### config.mk
export PLATFORM = sky130hd
export DESIGN_NAME = layer_compositor
export DESIGN_NICKNAME = d
export VERILOG_FILES = /design/src/rtl/compositor_pkg.sv /design/src/rtl/fade_scaler.sv /design/src/rtl/layer_compositor.sv
export SDC_FILE = /design/constraint.sdc
export NUM_CORES = 1
export LEC_CHECK = 0
export CAP_MARGIN = 20
export CORE_ASPECT_RATIO = 1.25
export CORE_UTILIZATION = 40
export DETAILED_ROUTE_END_ITERATION = 12
export GPL_ROUTABILITY_DRIVEN = 0
export PLACE_DENSITY_LB_ADDON = 0.15
export SETUP_SLACK_MARGIN = 0.5
export SYNTH_ARGS = -nofsm -noshare
export SYNTH_HDL_FRONTEND = slang
export SYNTH_SLANG_ARGS = --single-unit
### constraint.sdc
create_clock -name Clk -period 11.8 [get_ports Clk]
set_input_delay 1.18 -clock Clk [delete_from_list [all_inputs] [get_ports Clk]]
set_output_delay 1.18 -clock Clk [all_outputs]
set_load 0.005 [all_outputs]
### src/rtl/compositor_pkg.sv
// Shared types and solid-screen colours for the sprite layer compositor.
package compositor_pkg;

  typedef enum logic [1:0] {
    MODE_PLAY  = 2'b00,
    MODE_START = 2'b01,
    MODE_OVER  = 2'b10,
    MODE_CLEAR = 2'b11
  } mode_e;

  typedef enum logic [1:0] {
    ST_SHOW,
    ST_FADE_OUT,
    ST_SWAP,
    ST_FADE_IN
  } state_e;

  // 8-bit {R,G,B} references; the top MSB-aligns them to its channel width.
  localparam logic [23:0] COLOR_OVER  = 24'hAF_00_00;
  localparam logic [23:0] COLOR_CLEAR = 24'h00_AF_00;

endpackage

### src/rtl/fade_scaler.sv
// One colour channel scaled by a brightness level: (src * bright) >> FADE_LOG2.
module fade_scaler #(
  parameter int CW        = 8,
  parameter int FADE_LOG2 = 4
) (
  input  logic [CW-1:0]      src_i,
  input  logic [FADE_LOG2:0] bright_i,
  output logic [CW-1:0]      scaled_o
);

  localparam int PW = CW + FADE_LOG2 + 1;

  logic [PW-1:0] prod;
  logic          unused_prod;

  assign prod        = PW'(src_i) * PW'(bright_i);
  // bright never exceeds 2^FADE_LOG2, so the top product bit is always clear.
  assign scaled_o    = prod[FADE_LOG2 +: CW];
  assign unused_prod = ^{prod[PW-1], prod[FADE_LOG2-1:0]};

endmodule

### src/rtl/layer_compositor.sv
// Two-stage sprite compositor: priority/colour-key merge with damage flash,
// then screen-mode source select and frame-stepped fade between screens.
module layer_compositor
  import compositor_pkg::*;
#(
  parameter int              NUM_LAYERS   = 8,
  parameter int              CW           = 8,
  parameter int              FADE_LOG2    = 4,
  parameter int              FLASH_FRAMES = 8,
  parameter logic [3*CW-1:0] KEY_COLOR    = '0
) (
  input  logic                       Clk,
  input  logic                       Reset_n,
  input  logic                       pix_valid_in,
  input  logic [NUM_LAYERS-1:0]      layer_hit,
  input  logic [NUM_LAYERS*3*CW-1:0] layer_rgb,
  input  logic [1:0]                 mode_req,
  input  logic                       frame_tick,
  input  logic                       flash_trig,
  output logic [CW-1:0]              VGA_R,
  output logic [CW-1:0]              VGA_G,
  output logic [CW-1:0]              VGA_B,
  output logic                       pix_valid_out,
  output logic                       fading
);

  localparam int PW         = 3 * CW;
  localparam int FADE_STEPS = 1 << FADE_LOG2;
  localparam int BW         = FADE_LOG2 + 1;
  localparam int FCW        = $clog2(FLASH_FRAMES + 1);

  localparam logic [BW-1:0]  BRIGHT_FULL = BW'(FADE_STEPS);
  localparam logic [FCW-1:0] FLASH_LOAD  = FCW'(FLASH_FRAMES);

  function automatic logic [CW-1:0] align8(input logic [7:0] v);
    logic [CW+7:0] t;
    t = {v, {CW{1'b0}}};
    return t[CW+7 -: CW];
  endfunction

  localparam logic [PW-1:0] SRC_OVER  = {align8(COLOR_OVER[23:16]),
                                         align8(COLOR_OVER[15:8]),
                                         align8(COLOR_OVER[7:0])};
  localparam logic [PW-1:0] SRC_CLEAR = {align8(COLOR_CLEAR[23:16]),
                                         align8(COLOR_CLEAR[15:8]),
                                         align8(COLOR_CLEAR[7:0])};

  state_e         state_q, state_d;
  mode_e          active_mode_q, active_mode_d;
  logic [BW-1:0]  bright_q, bright_d;
  logic [FCW-1:0] flash_q, flash_d;
  logic [PW-1:0]  s1_rgb_q, s1_rgb_d;
  logic           s1_valid_q;
  logic [PW-1:0]  vga_q, vga_d;
  logic           valid_q;
  logic           pick_l0;
  logic [PW-1:0]  src;
  mode_e          req;

  assign req = mode_e'(mode_req);

  // Retrigger reloads; a load in the same cycle as a frame tick wins.
  always_comb begin
    flash_d = flash_q;
    if (flash_trig) begin
      flash_d = FLASH_LOAD;
    end else if (frame_tick && flash_q != '0) begin
      flash_d = flash_q - FCW'(1);
    end
  end

  // NOTE: every always_comb output gets a default first so no path can infer a latch.
  always_comb begin
    s1_rgb_d = '0;
    pick_l0  = 1'b0;
    for (int i = NUM_LAYERS - 1; i >= 0; i--) begin
      if (layer_hit[i] && layer_rgb[i*PW +: PW] != KEY_COLOR) begin
        s1_rgb_d = layer_rgb[i*PW +: PW];
        pick_l0  = (i == 0);
      end
    end
    if (pick_l0 && flash_q != '0 && flash_q[0]) begin
      s1_rgb_d = '1;
    end
  end

  always_comb begin
    state_d       = state_q;
    active_mode_d = active_mode_q;
    bright_d      = bright_q;
    case (state_q)
      ST_SHOW: begin
        bright_d = BRIGHT_FULL;
        if (req != active_mode_q) state_d = ST_FADE_OUT;
      end
      ST_FADE_OUT: begin
        if (bright_q == '0) begin
          state_d = ST_SWAP;
        end else if (frame_tick) begin
          bright_d = bright_q - BW'(1);
        end
      end
      ST_SWAP: begin
        active_mode_d = req;
        state_d       = ST_FADE_IN;
      end
      ST_FADE_IN: begin
        // A new request reverses from the current level rather than restarting.
        if (req != active_mode_q) begin
          state_d = ST_FADE_OUT;
        end else if (bright_q == BRIGHT_FULL) begin
          state_d = ST_SHOW;
        end else if (frame_tick) begin
          bright_d = bright_q + BW'(1);
        end
      end
      default: state_d = ST_SHOW;
    endcase
  end

  always_comb begin
    src = s1_rgb_q;
    case (active_mode_q)
      MODE_PLAY:  src = s1_rgb_q;
      MODE_START: src = '1;
      MODE_OVER:  src = SRC_OVER;
      default:    src = SRC_CLEAR;
    endcase
  end

  for (genvar c = 0; c < 3; c++) begin : g_ch
    fade_scaler #(
      .CW       (CW),
      .FADE_LOG2(FADE_LOG2)
    ) u_scaler (
      .src_i   (src[c*CW +: CW]),
      .bright_i(bright_q),
      .scaled_o(vga_d[c*CW +: CW])
    );
  end

  // NOTE: the pixel data registers are reset as well, so the screen goes black
  // the instant Reset_n falls instead of showing stale colour.
  always_ff @(posedge Clk or negedge Reset_n) begin
    if (!Reset_n) begin
      state_q       <= ST_SHOW;
      active_mode_q <= MODE_START;
      bright_q      <= BRIGHT_FULL;
      flash_q       <= '0;
      s1_rgb_q      <= '0;
      s1_valid_q    <= 1'b0;
      vga_q         <= '0;
      valid_q       <= 1'b0;
    end else begin
      // NOTE: non-blocking assignments make every register sample pre-edge values,
      // independent of statement order.
      state_q       <= state_d;
      active_mode_q <= active_mode_d;
      bright_q      <= bright_d;
      flash_q       <= flash_d;
      s1_rgb_q      <= s1_rgb_d;
      s1_valid_q    <= pix_valid_in;
      vga_q         <= vga_d;
      valid_q       <= s1_valid_q;
    end
  end

  assign VGA_R         = vga_q[PW-1 -: CW];
  assign VGA_G         = vga_q[2*CW-1 -: CW];
  assign VGA_B         = vga_q[CW-1:0];
  assign pix_valid_out = valid_q;
  assign fading        = (state_q != ST_SHOW);

endmodule

==> results of run 1 <==
-- path summary, 6_finish.rpt --
| path | end | slack (ns) | depth (start not counted) |
|---|---|---|---|
| worst max register to register | vga_q[15] | 6.44 | 15 |
| min in group asynchronous | vga_q[15] | 0.99 | 2 |
| worst min-delay path | pix_valid_out | 0.35 | 0 |
| worst min register to register | pix_valid_out | 0.35 | 0 |
| max in group asynchronous | s1_rgb_q[23] | 10.28 | 2 |
| worst max-delay path | vga_q[15] | 6.44 | 15 |
-- power by group through the flow --
stage                     combinational (mW)  clock [mW]  sequential (mW)
after floorplan                         1.23           0            0.341
after global placement                  1.61           0            0.368
after detailed placement                1.65           0            0.368
after CTS                               1.66       0.279            0.365
after global routing                    1.91       0.290            0.376
final                                   1.64       0.274            0.365
-- metal layers --
layer,track usage [%],vias to the layer above
met5,0,-
met4,12.2,2
met3,4.76,59
met2,46.8,273
met1,27.7,3477
li1,-,3610
-- synth_stat cells (2+ instances only) --
cell type,n
nor2_1,62
and3_1,2
and2_1,55
dfstp_2,2
a21oi_1,24
a211oi_1,10
a31oi_1,5
inv_1,84
nor4_1,51
o21a_1,10
a22oi_1,9
o31ai_1,4
a221o_1,2
mux2i_1,4
nand4b_1,2
xnor2_1,21
ha_1,65
dfrtp_1,61
nor3_1,14
nor2_2,3
nand2b_1,7
nand2_1,95
nand3_1,7
buf_2,6
or4_1,2
a221oi_1,53
a21o_1,6
nand4_1,11
o21ai_0,33
clkbuf_1,36
fa_1,49
or2_2,2
nor2b_1,13
o41a_1,2
o21ai_1,31
xor2_1,8
buf_1,4
o31a_1,24
-- area by class of cell --
| class | instances | area, µm² | area share (%) |
|---|---|---|---|
| multi-input combinational | 701 | 5340 | 52.4 |
| timing repair buffer | 236 | 2350 | 23.1 |
| sequential | 63 | 1580 | 15.5 |
| inverter | 85 | 319 | 3.13 |
| tap | 228 | 285 | 2.80 |
| clock buffer | 10 | 239 | 2.35 |
| clock inverter | 6 | 67.6 | 0.664 |
| antenna | 2 | 5.00 | 0.0492 |
-- metrics by stage --
step	setup WS [ns]	area [µm²]	util (%)
2_1_floorplan	7.15	7420	-
3_3_place_gp	6.55	9870	54.5
3_5_place_dp	6.45	9870	54.5
6_report	6.44	10200	56.3
5_1_grt	6.09	10200	56.3
4_1_cts	6.46	10200	56.2
-- registers in the layout, summed over array words and instances (netlist names) --
name / flops
flash_q: 4
s1_valid_q: 1
active_mode_q: 2
state_q: 2
s1_rgb_q: 24
bright_q: 5
pix_valid_out: 1
vga_q: 24
-- cells by family after synthesis --
kind of cell,Yosys count
AOI/OAI and AO/OA,222
muxes,5
xor gates and xnor gates,29
and+or+nand+nor,331
DFF,63
buffers and inverters,131
adders and majority gates,114
-- worst max-delay path, delay by kind of cell (launching register included) --
family | cells | cell delay (ns)
adders and majority gates | 5 | 2.08
and+or+nand+nor | 4 | 1.45
AOI/OAI and AO/OA | 4 | 1.16
DFF | 1 | 0.42
buffers and inverters | 2 | 0.13
==> out/metrics.cfg, run 1 <==
[clocking]
h-tree-depth = 3
ctsResizeCount = 0
postCtsSetupBuffers = 0
clkSinkCount = 63
clock_latency_ns = 0.34
clk_pin_slew_worst_paths_ns = 0.07
cts_tree = yes
hold_buffers = 0
numCtsBuffers = 9
clock-root-buffer = clkbuf_16
cts.path.max_buffers = 2

[run_status]
outcome = completed

[global_routing]
grt_pass1_vias = 7603
grt_pass1_wl_mm = 37.7
grt_usage_pct = 25.6
grt_antenna_before_repair = 3
grt_max_degree = 64
grt-ovfl-total = 0

[routing]
route.antenna.remaining_nets = 0
via_per_inst = 5.58
routedWlPerCell_um = 17.8
dr_total_vias = 7421
wl_met1_mm = 8.90
wl_met2_mm = 12.4
first_iter_violations = 411
drcViolationCount = 0
top_layer = met5
wl_mm = 23.7
firstDrtPassIters = 5
route.met3.wl_mm = 1.31

[worst_hold_path]
min_from = s1_valid_q
hold_path.class = reg -> reg

[run]
drv_cap = 0

[sta]
max_freq_mhz = 187
min_period_over_period_pct = 45.4
setup_tns_ns = 0
tightest_slew_ns = 1.04
slew_violations = 0
timing.final.hold_violations = 0
rsz0062_at_grt = false
setup_viol = 0
fin_skew_ns = 0.0135
min_period_ns = 5.36
whs_ns = 0.352
relSlewSlack_pct = 30.4

[pwr]
power_mw = 2.28
seqPwrFrac_pct = 16.0
power.density_nw_per_um2 = 224
switchingPower_mw = 1.04
switching_share_pct = 45.7
p_leak_nw = 4.33
peakVddDrop_mv = 0.0872
p_int_mw = 1.24
pwr-share-comb_pct = 72.0
clkPwrFrac_pct = 12.0

[synthesis]
async_flop_share_pct = 100
yosysTopAreaCell = dfrtp_1
synth_nets = 1216
syn_area_um2 = 7420
ys_warn_count = 0
synth_edf_count = 0
yosysSeqAreaShare_pct = 21.3
synth_top_family_by_area = adder cells
synth.area.mux_share_pct = 0.692
synth_area_per_cell_um2 = 8.29
synth_compound_area_share_pct = 21.2
synth-xor-area-share_pct = 3.42
synthDominantCellAreaShare_pct = 20.6
synthSimpleGateAreaFrac_pct = 22.5
synthAdderAreaFrac_pct = 24.2
synth-main-ff-cell = dfrtp_1
synth_seq_cells = 63
ys_types = 54
synth.area.top_cells = dfrtp_1 (21%), fa_1 (13%), ha_1 (11%)
netlist_instances = 895

[setup_path]
rr_startpoint = active_mode_q[1]
cpPeakStageDelay_ns = 0.84
startpoint = active_mode_q[1]
arrival_ns = 5.58
timing_worst_setup_path_type = reg -> reg
critPathCaptureType = register
crit_path_max_fanout = 18
cp_slowest_cell = nor2b_1
crit_top_cell = fa_1
worstPathRequired_ns = 12.02
path_cells = inv_1 > ha_1 > nor2b_1 > a21oi_1 > nand2b_1 > fa_1 > fa_1 > fa_1 > inv_1 > ha_1 > o21a_1 > o31a_1 > o41a_1 > nor4_1 > nor3_2
critPathLaunchType = register

[die]
coreArea_um2 = 18100
fp.dieH_um = 154
rows = 55
ios = 233
fp.dieArea_um2 = 19100
start_util_pct = 41.0
die_x_um = 124

[cells_and_area]
final_common_cell = clkdlybuf4s50_1
layout.cells.non_filler = 1331
layout_common_cells = clkdlybuf4s50_1 (231), nand2_1 (95), inv_1 (84)
fillCellCount = 1681
nNetsFinal = 1417
drive_gt1_share_pct = 3.09
area_delta_synth_final_pct = 37.3

[placed_design]
dp.cells = 1313
io_buffer_count = 232
dp_hpwl_mm = 20.1

(Power assumes the default switching activity.)
==> run 2, diff against run 1 <==
- clock period: 11.8 -> 5.6 ns (I/O delays scaled with it)
==> out/metrics.cfg, run 2 (synthesis results as in run 1) <==
[sta]
min_period_ns = 4.72  ; was 5.36 ns
setup_viol = 0  ; unchanged
relSlewSlack_pct = 29.9  ; was 30.4%
fin_skew_ns = 0.0121  ; was 0.0135 ns
fin_ws_ns = 0.876  ; was 6.44 ns
timing.final.hold_violations = 0  ; unchanged
whs_ns = 0.352  ; about the same
min_period_over_period_pct = 84.4  ; was 45.4%
tightest_slew_ns = 1.05  ; was 1.04 ns
setup_tns_ns = 0  ; unchanged
max_freq_mhz = 212  ; was 187 MHz
rsz0062_at_grt = false  ; unchanged
slew_violations = 0  ; unchanged

[worst_hold_path]
hold_path.class = reg -> reg  ; unchanged
hold_path_depth = 0  ; unchanged
min_from = s1_valid_q  ; unchanged
hold_end = pix_valid_out  ; unchanged

[die]
ios = 233  ; unchanged
coreArea_um2 = 18100  ; unchanged
rows = 55  ; unchanged
die_x_um = 124  ; unchanged
fp.dieH_um = 154  ; unchanged
fp.dieArea_um2 = 19100  ; unchanged
start_util_pct = 41.0  ; unchanged

[setup_path]
timing_worst_setup_path_type = reg -> reg  ; unchanged
cpPeakStageDelay_ns = 0.60  ; was 0.84 ns
critPathLaunchType = register  ; unchanged
reg2reg_depth = 19  ; was 15
critPathTopFamily = adder cells  ; unchanged
r2r_end = vga_q[23]  ; was vga_q[15]
worstPathRequired_ns = 5.86  ; was 12.02 ns
crit_path_max_fanout = 13  ; was 18
critPathCaptureType = register  ; unchanged
rr_startpoint = active_mode_q[0]  ; was active_mode_q[1]
path_cells = inv_1 > ha_2 > nor2b_2 > buf_4 > nand2_1 > nand2_1 > and2_1 > fa_1 > inv_1 > fa_1 > fa_1 > inv_1 > ha_1 > and3_1 > a21oi_1 > o21ai_1 > or3_1 > a31oi_1 > xnor2_1  ; was inv_1 > ha_1 > nor2b_1 > a21oi_1 > nand2b_1 > fa_1 > fa_1 > fa_1 > inv_1 > ha_1 > o21a_1 > o31a_1 > o41a_1 > nor4_1 > nor3_2
cp_slowest_cell = dfstp_2  ; was nor2b_1
crit_buf_inv = 4  ; was 2
reg2reg_slack_ns = 0.88  ; was 6.44 ns
arrival_ns = 4.98  ; was 5.58 ns

[cells_and_area]
fin_util_pct = 56.4  ; was 56.3%
fillCellCount = 1704  ; was 1,681
drive_gt1_share_pct = 3.63  ; was 3.09%
nNetsFinal = 1419  ; was 1,417
final_common_cell = clkdlybuf4s50_1  ; unchanged
layout_common_cells = clkdlybuf4s50_1 (231), nand2_1 (95), inv_1 (84)  ; unchanged
area_delta_synth_final_pct = 37.5  ; was 37.3%
largestRegisters = s1_rgb_q: 24 flops, vga_q: 24 flops, bright_q: 5 flops  ; unchanged

[clocking]
clk_pin_slew_worst_paths_ns = 0.06  ; was 0.07 ns
cts.path.max_buffers = 2  ; unchanged
clkSinkCount = 63  ; unchanged
clock-root-buffer = clkbuf_16  ; unchanged
cts_tree = yes  ; unchanged
h-tree-depth = 3  ; unchanged
clock_latency_ns = 0.34  ; about the same
numCtsBuffers = 9  ; unchanged
postCtsSetupBuffers = 0  ; unchanged
hold_buffers = 0  ; unchanged

[placed_design]
post-place-ws_ns = 0.778  ; was 6.45 ns
dp_hpwl_mm = 20.5  ; was 20.1 mm
io_buffer_count = 232  ; unchanged

[global_routing]
use_met3_pct = 4.83  ; was 4.76%
grt_max_degree = 64  ; unchanged
top_usage_layer = met2  ; unchanged
grt-ovfl-total = 0  ; unchanged
grt_usage_pct = 25.8  ; was 25.6%
grt_util_met1_pct = 26.9  ; was 27.7%
grt_pass1_vias = 7632  ; was 7,603
grt_pass1_wl_mm = 38.0  ; was 37.7 mm
grt_antenna_before_repair = 2  ; was 3
grtUsageMet2_pct = 48.9  ; was 46.8%

[pwr]
peakVddDrop_mv = 0.211  ; was 0.0872 mV
power.density_nw_per_um2 = 476  ; was 224 nW/µm²
p_leak_nw = 4.34  ; was 4.33 nW

[routing]
via_per_inst = 5.57  ; was 5.58
route.antenna.remaining_nets = 0  ; unchanged
firstDrtPassIters = 5  ; unchanged
routedWlPerCell_um = 18.0  ; was 17.8 µm
dr_total_vias = 7424  ; was 7,421
first_iter_violations = 431  ; was 411
drcViolationCount = 0  ; unchanged
wl_mm = 24.0  ; was 23.7 mm

[run_status]
outcome = completed  ; unchanged

[run]
drv_cap = 0  ; unchanged

run 2: cell count changes in the layout (fill, tap and decap cells not counted), sizes merged:
cell    delta
buf        +2
clkbuf     +1
clkinv     +1
inv        -2
diode      -1
run 2: timing repair:
item,CTS,global route
endpoints found under the setup margin,0,3
resized for setup,0,5
endpoints found under the hold margin,0,0
run 2: layer usage:
metal  wire length, µm  share of wire, %  up-vias
met5                12             0.050        -
met4               894               3.7        2
met3              1350               5.6       54
met2             12800                54      271
met1              8860                37     3478
li1                  -                 -     3619
run 2: power by group:
part	leakage (nW)	total (mW)	switching, mW	internal, mW
Combinational	3.43	3.51	1.88	1.63
Sequential	0.760	0.780	0.139	0.641
Clock	0.142	0.563	0.207	0.356
Total	4.34	4.85	2.23	2.63
run 2: area by class of cell:
type                       count  area (µm²)  area share, %
multi-input combinational    701        5350           52.5
timing repair buffer         238        2360           23.2
sequential                    63        1580           15.5
inverter                      85         319           3.13
tap                          228         285           2.80
clock buffer                  11         243           2.38
clock inverter                 5        58.8          0.576
antenna                        1        2.50         0.0245
run 2: how the worst max path moves through the flow:
stage                     start   endpoint  cells past startpoint
6_report       active_mode_q[0]  vga_q[23]                     19
5_1_grt        active_mode_q[0]  vga_q[23]                     19
4_1_cts        active_mode_q[0]  vga_q[23]                     19
3_5_place_dp   active_mode_q[0]  vga_q[23]                     19
3_3_place_gp   active_mode_q[0]  vga_q[23]                     19
2_1_floorplan  active_mode_q[0]  vga_q[23]                     21
run 2: metrics by stage:
stage               cell area (µm²)  total power, mW  instances
floorplan                      7420             3.31        895
global placement               9890             4.18       1315
detailed placement             9890             4.30       1315
CTS                           10200             4.89       1331
global route                  10200             5.44       1332
finish                        10200             4.85       1332
==> run 3, diff against run 2 <==
- clock period: 5.6 -> 4.8 ns (I/O delays scaled with it)
==> out/metrics.cfg, run 3 (synthesis results as in run 1) <==
[global_routing]
grt_max_degree = 64  ; unchanged
grt_antenna_before_repair = 2  ; unchanged
grt-ovfl-total = 0  ; unchanged
grt_pass1_wl_mm = 38.9  ; was 38.0 mm
grt_usage_pct = 26.5  ; was 25.8%
grt_pass1_vias = 7848  ; was 7,632

[cells_and_area]
fillCellCount = 1636  ; was 1,704
design_area_um2 = 10900  ; was 10,200 µm²
fin_util_pct = 60.2  ; was 56.4%
area_delta_synth_final_pct = 46.8  ; was 37.5%
layout.cells.non_filler = 1374  ; was 1,332
final_common_cell = clkdlybuf4s50_1  ; unchanged
layout_common_cells = clkdlybuf4s50_1 (231), nand2_1 (86), inv_1 (79)  ; was clkdlybuf4s50_1 (231), nand2_1 (95), inv_1 (84)
drive_gt1_share_pct = 11.8  ; was 3.63%
nNetsFinal = 1460  ; was 1,419
regArea_um2 = 1580  ; unchanged
multi_input_area_um2 = 5700  ; was 5350 µm²
largestRegisters = s1_rgb_q: 24 flops, vga_q: 24 flops, bright_q: 5 flops  ; unchanged

[placed_design]
dpl-instance-area_um2 = 10000  ; was 9890 µm²
dp.cells = 1323  ; was 1,315
io_buffer_count = 232  ; unchanged
dp_hpwl_mm = 20.6  ; was 20.5 mm

[sta]
fin_skew_ns = 0.00676  ; was 0.0121 ns
timing.final.hold_violations = 0  ; unchanged
tightest_slew_ns = 0.914  ; was 1.05 ns
max_freq_mhz = 233  ; was 212 MHz
rsz0062_at_grt = true  ; was false
whs_ns = 0.301  ; was 0.352 ns
setup_tns_ns = 0  ; unchanged
relSlewSlack_pct = 39.0  ; was 29.9%
min_period_over_period_pct = 89.3  ; was 84.4%
min_period_ns = 4.29  ; was 4.72 ns
setup_viol = 0  ; unchanged
slew_violations = 0  ; unchanged

[setup_path]
arrival_ns = 4.50  ; was 4.98 ns
critPathTopFamily = adder cells  ; unchanged
crit_path_max_fanout = 8  ; was 13
crit_top_cell = fa_1
critPathLaunchType = register  ; unchanged
startpoint = active_mode_q[0]  ; unchanged
crit_buf_inv = 4  ; unchanged
rr_startpoint = active_mode_q[0]  ; unchanged
path_cells = inv_2 > ha_4 > nor2b_4 > buf_6 > a21o_1 > and2_4 > fa_1 > fa_1 > inv_1 > fa_1 > inv_2 > ha_4 > o21a_1 > o31a_1 > o41a_1 > nor4_2 > nor3_2  ; was inv_1 > ha_2 > nor2b_2 > buf_4 > nand2_1 > nand2_1 > and2_1 > fa_1 > inv_1 > fa_1 > fa_1 > inv_1 > ha_1 > and3_1 > a21oi_1 > o21ai_1 > or3_1 > a31oi_1 > xnor2_1
worstPathRequired_ns = 5.02  ; was 5.86 ns
cp_slowest_cell = dfstp_2  ; unchanged
cpPeakStageDelay_ns = 0.55  ; was 0.60 ns
critPathCaptureType = register  ; unchanged
timing_worst_setup_path_type = reg -> reg  ; unchanged

[routing]
first_iter_violations = 405  ; was 431
dr_total_vias = 7773  ; was 7,424
route.antenna.remaining_nets = 0  ; unchanged
via_per_inst = 5.66  ; was 5.57
routedWlPerCell_um = 18.2  ; was 18.0 µm
wl_mm = 25.1  ; was 24.0 mm
drcViolationCount = 0  ; unchanged
firstDrtPassIters = 5  ; unchanged

[clocking]
h-tree-depth = 3  ; unchanged
hold_buffers = 0  ; unchanged
cts.path.max_buffers = 2  ; unchanged
clkSinkCount = 63  ; unchanged
numCtsBuffers = 9  ; unchanged
clock_latency_ns = 0.34  ; about the same
clock-root-buffer = clkbuf_16  ; unchanged
clk_pin_slew_worst_paths_ns = 0.06  ; about the same
cts_tree = yes  ; unchanged

[run_status]
outcome = completed  ; unchanged

[die]
rows = 55  ; unchanged
start_util_pct = 41.0  ; unchanged
die_x_um = 124  ; unchanged
fp.dieArea_um2 = 19100  ; unchanged
ios = 233  ; unchanged
fp.dieH_um = 154  ; unchanged
coreArea_um2 = 18100  ; unchanged

[pwr]
peakVddDrop_mv = 0.250  ; was 0.211 mV
p_leak_nw = 4.61  ; was 4.34 nW
power.density_nw_per_um2 = 595  ; was 476 nW/µm²

[run]
drv_cap = 0  ; unchanged

[worst_hold_path]
hold_path.class = in -> async  ; was reg -> reg

run 3: routing by layer:
metal	vias to the layer above	wire [µm]	share of wire, %	global-route usage, %
li1	3698	-	-	-
met1	3694	9370	37	28.3
met2	314	13200	53	48.8
met3	67	1340	5.3	4.61
met4	0	1170	4.7	13.6
met5	-	0	0	0
run 3: cell type report:
type	instances	area share, %
multi-input cells	701	52.3
repair buffers	279	25.0
flip-flops and latches	63	14.5
inverters	85	2.93
well taps	228	2.62
clock buffers	10	2.19
clock inverters	6	0.414
diodes	2	0.0460
run 3: final timing paths:
check / to / slack (ns) / cells after the start
hold reg to reg: pix_valid_out / 0.35 / 0
max in group asynchronous: s1_rgb_q[19] / 3.97 / 2
min in group Clk: pix_valid_out / 0.35 / 0
setup reg to reg: vga_q[15] / 0.51 / 17
hold / removal: vga_q[14] / 0.30 / 2
setup / recovery: vga_q[15] / 0.51 / 17
run 3: where the power goes:
part | switching [mW] | internal, mW
clock network | 0.260 | 0.365
registers | 0.157 | 0.747
logic | 2.54 | 2.41
total | 2.96 | 3.52
run 3: worst reg2reg max path: stages (launching register included):
cell	delay [ns]
dfstp_2	0.55
inv_2	0.05
ha_4	0.16
nor2b_4	0.13
buf_6	0.14
a21o_1	0.22
and2_4	0.17
fa_1	0.47
fa_1	0.53
inv_1	0.05
fa_1	0.51
inv_2	0.05
ha_4	0.21
o21a_1	0.16
o31a_1	0.11
o41a_1	0.40
nor4_2	0.19
nor3_2	0.07
run 3: per-stage QoR:
stage	setup WS [ns]	power [mW]
after global routing	0.385	7.19
final	0.512	6.48
after floorplan	0.383	4.04
after detailed placement	0.202	5.20
after global placement	0.303	5.09
after CTS	0.503	6.27
run 3: repair_timing:
action | CTS | global route
buffers inserted | 21 | 11
pin swaps | 15 | 14
gates resized for setup | 33 | 24
cloned | 1 | 0
endpoints found under the setup margin | 7 | 12
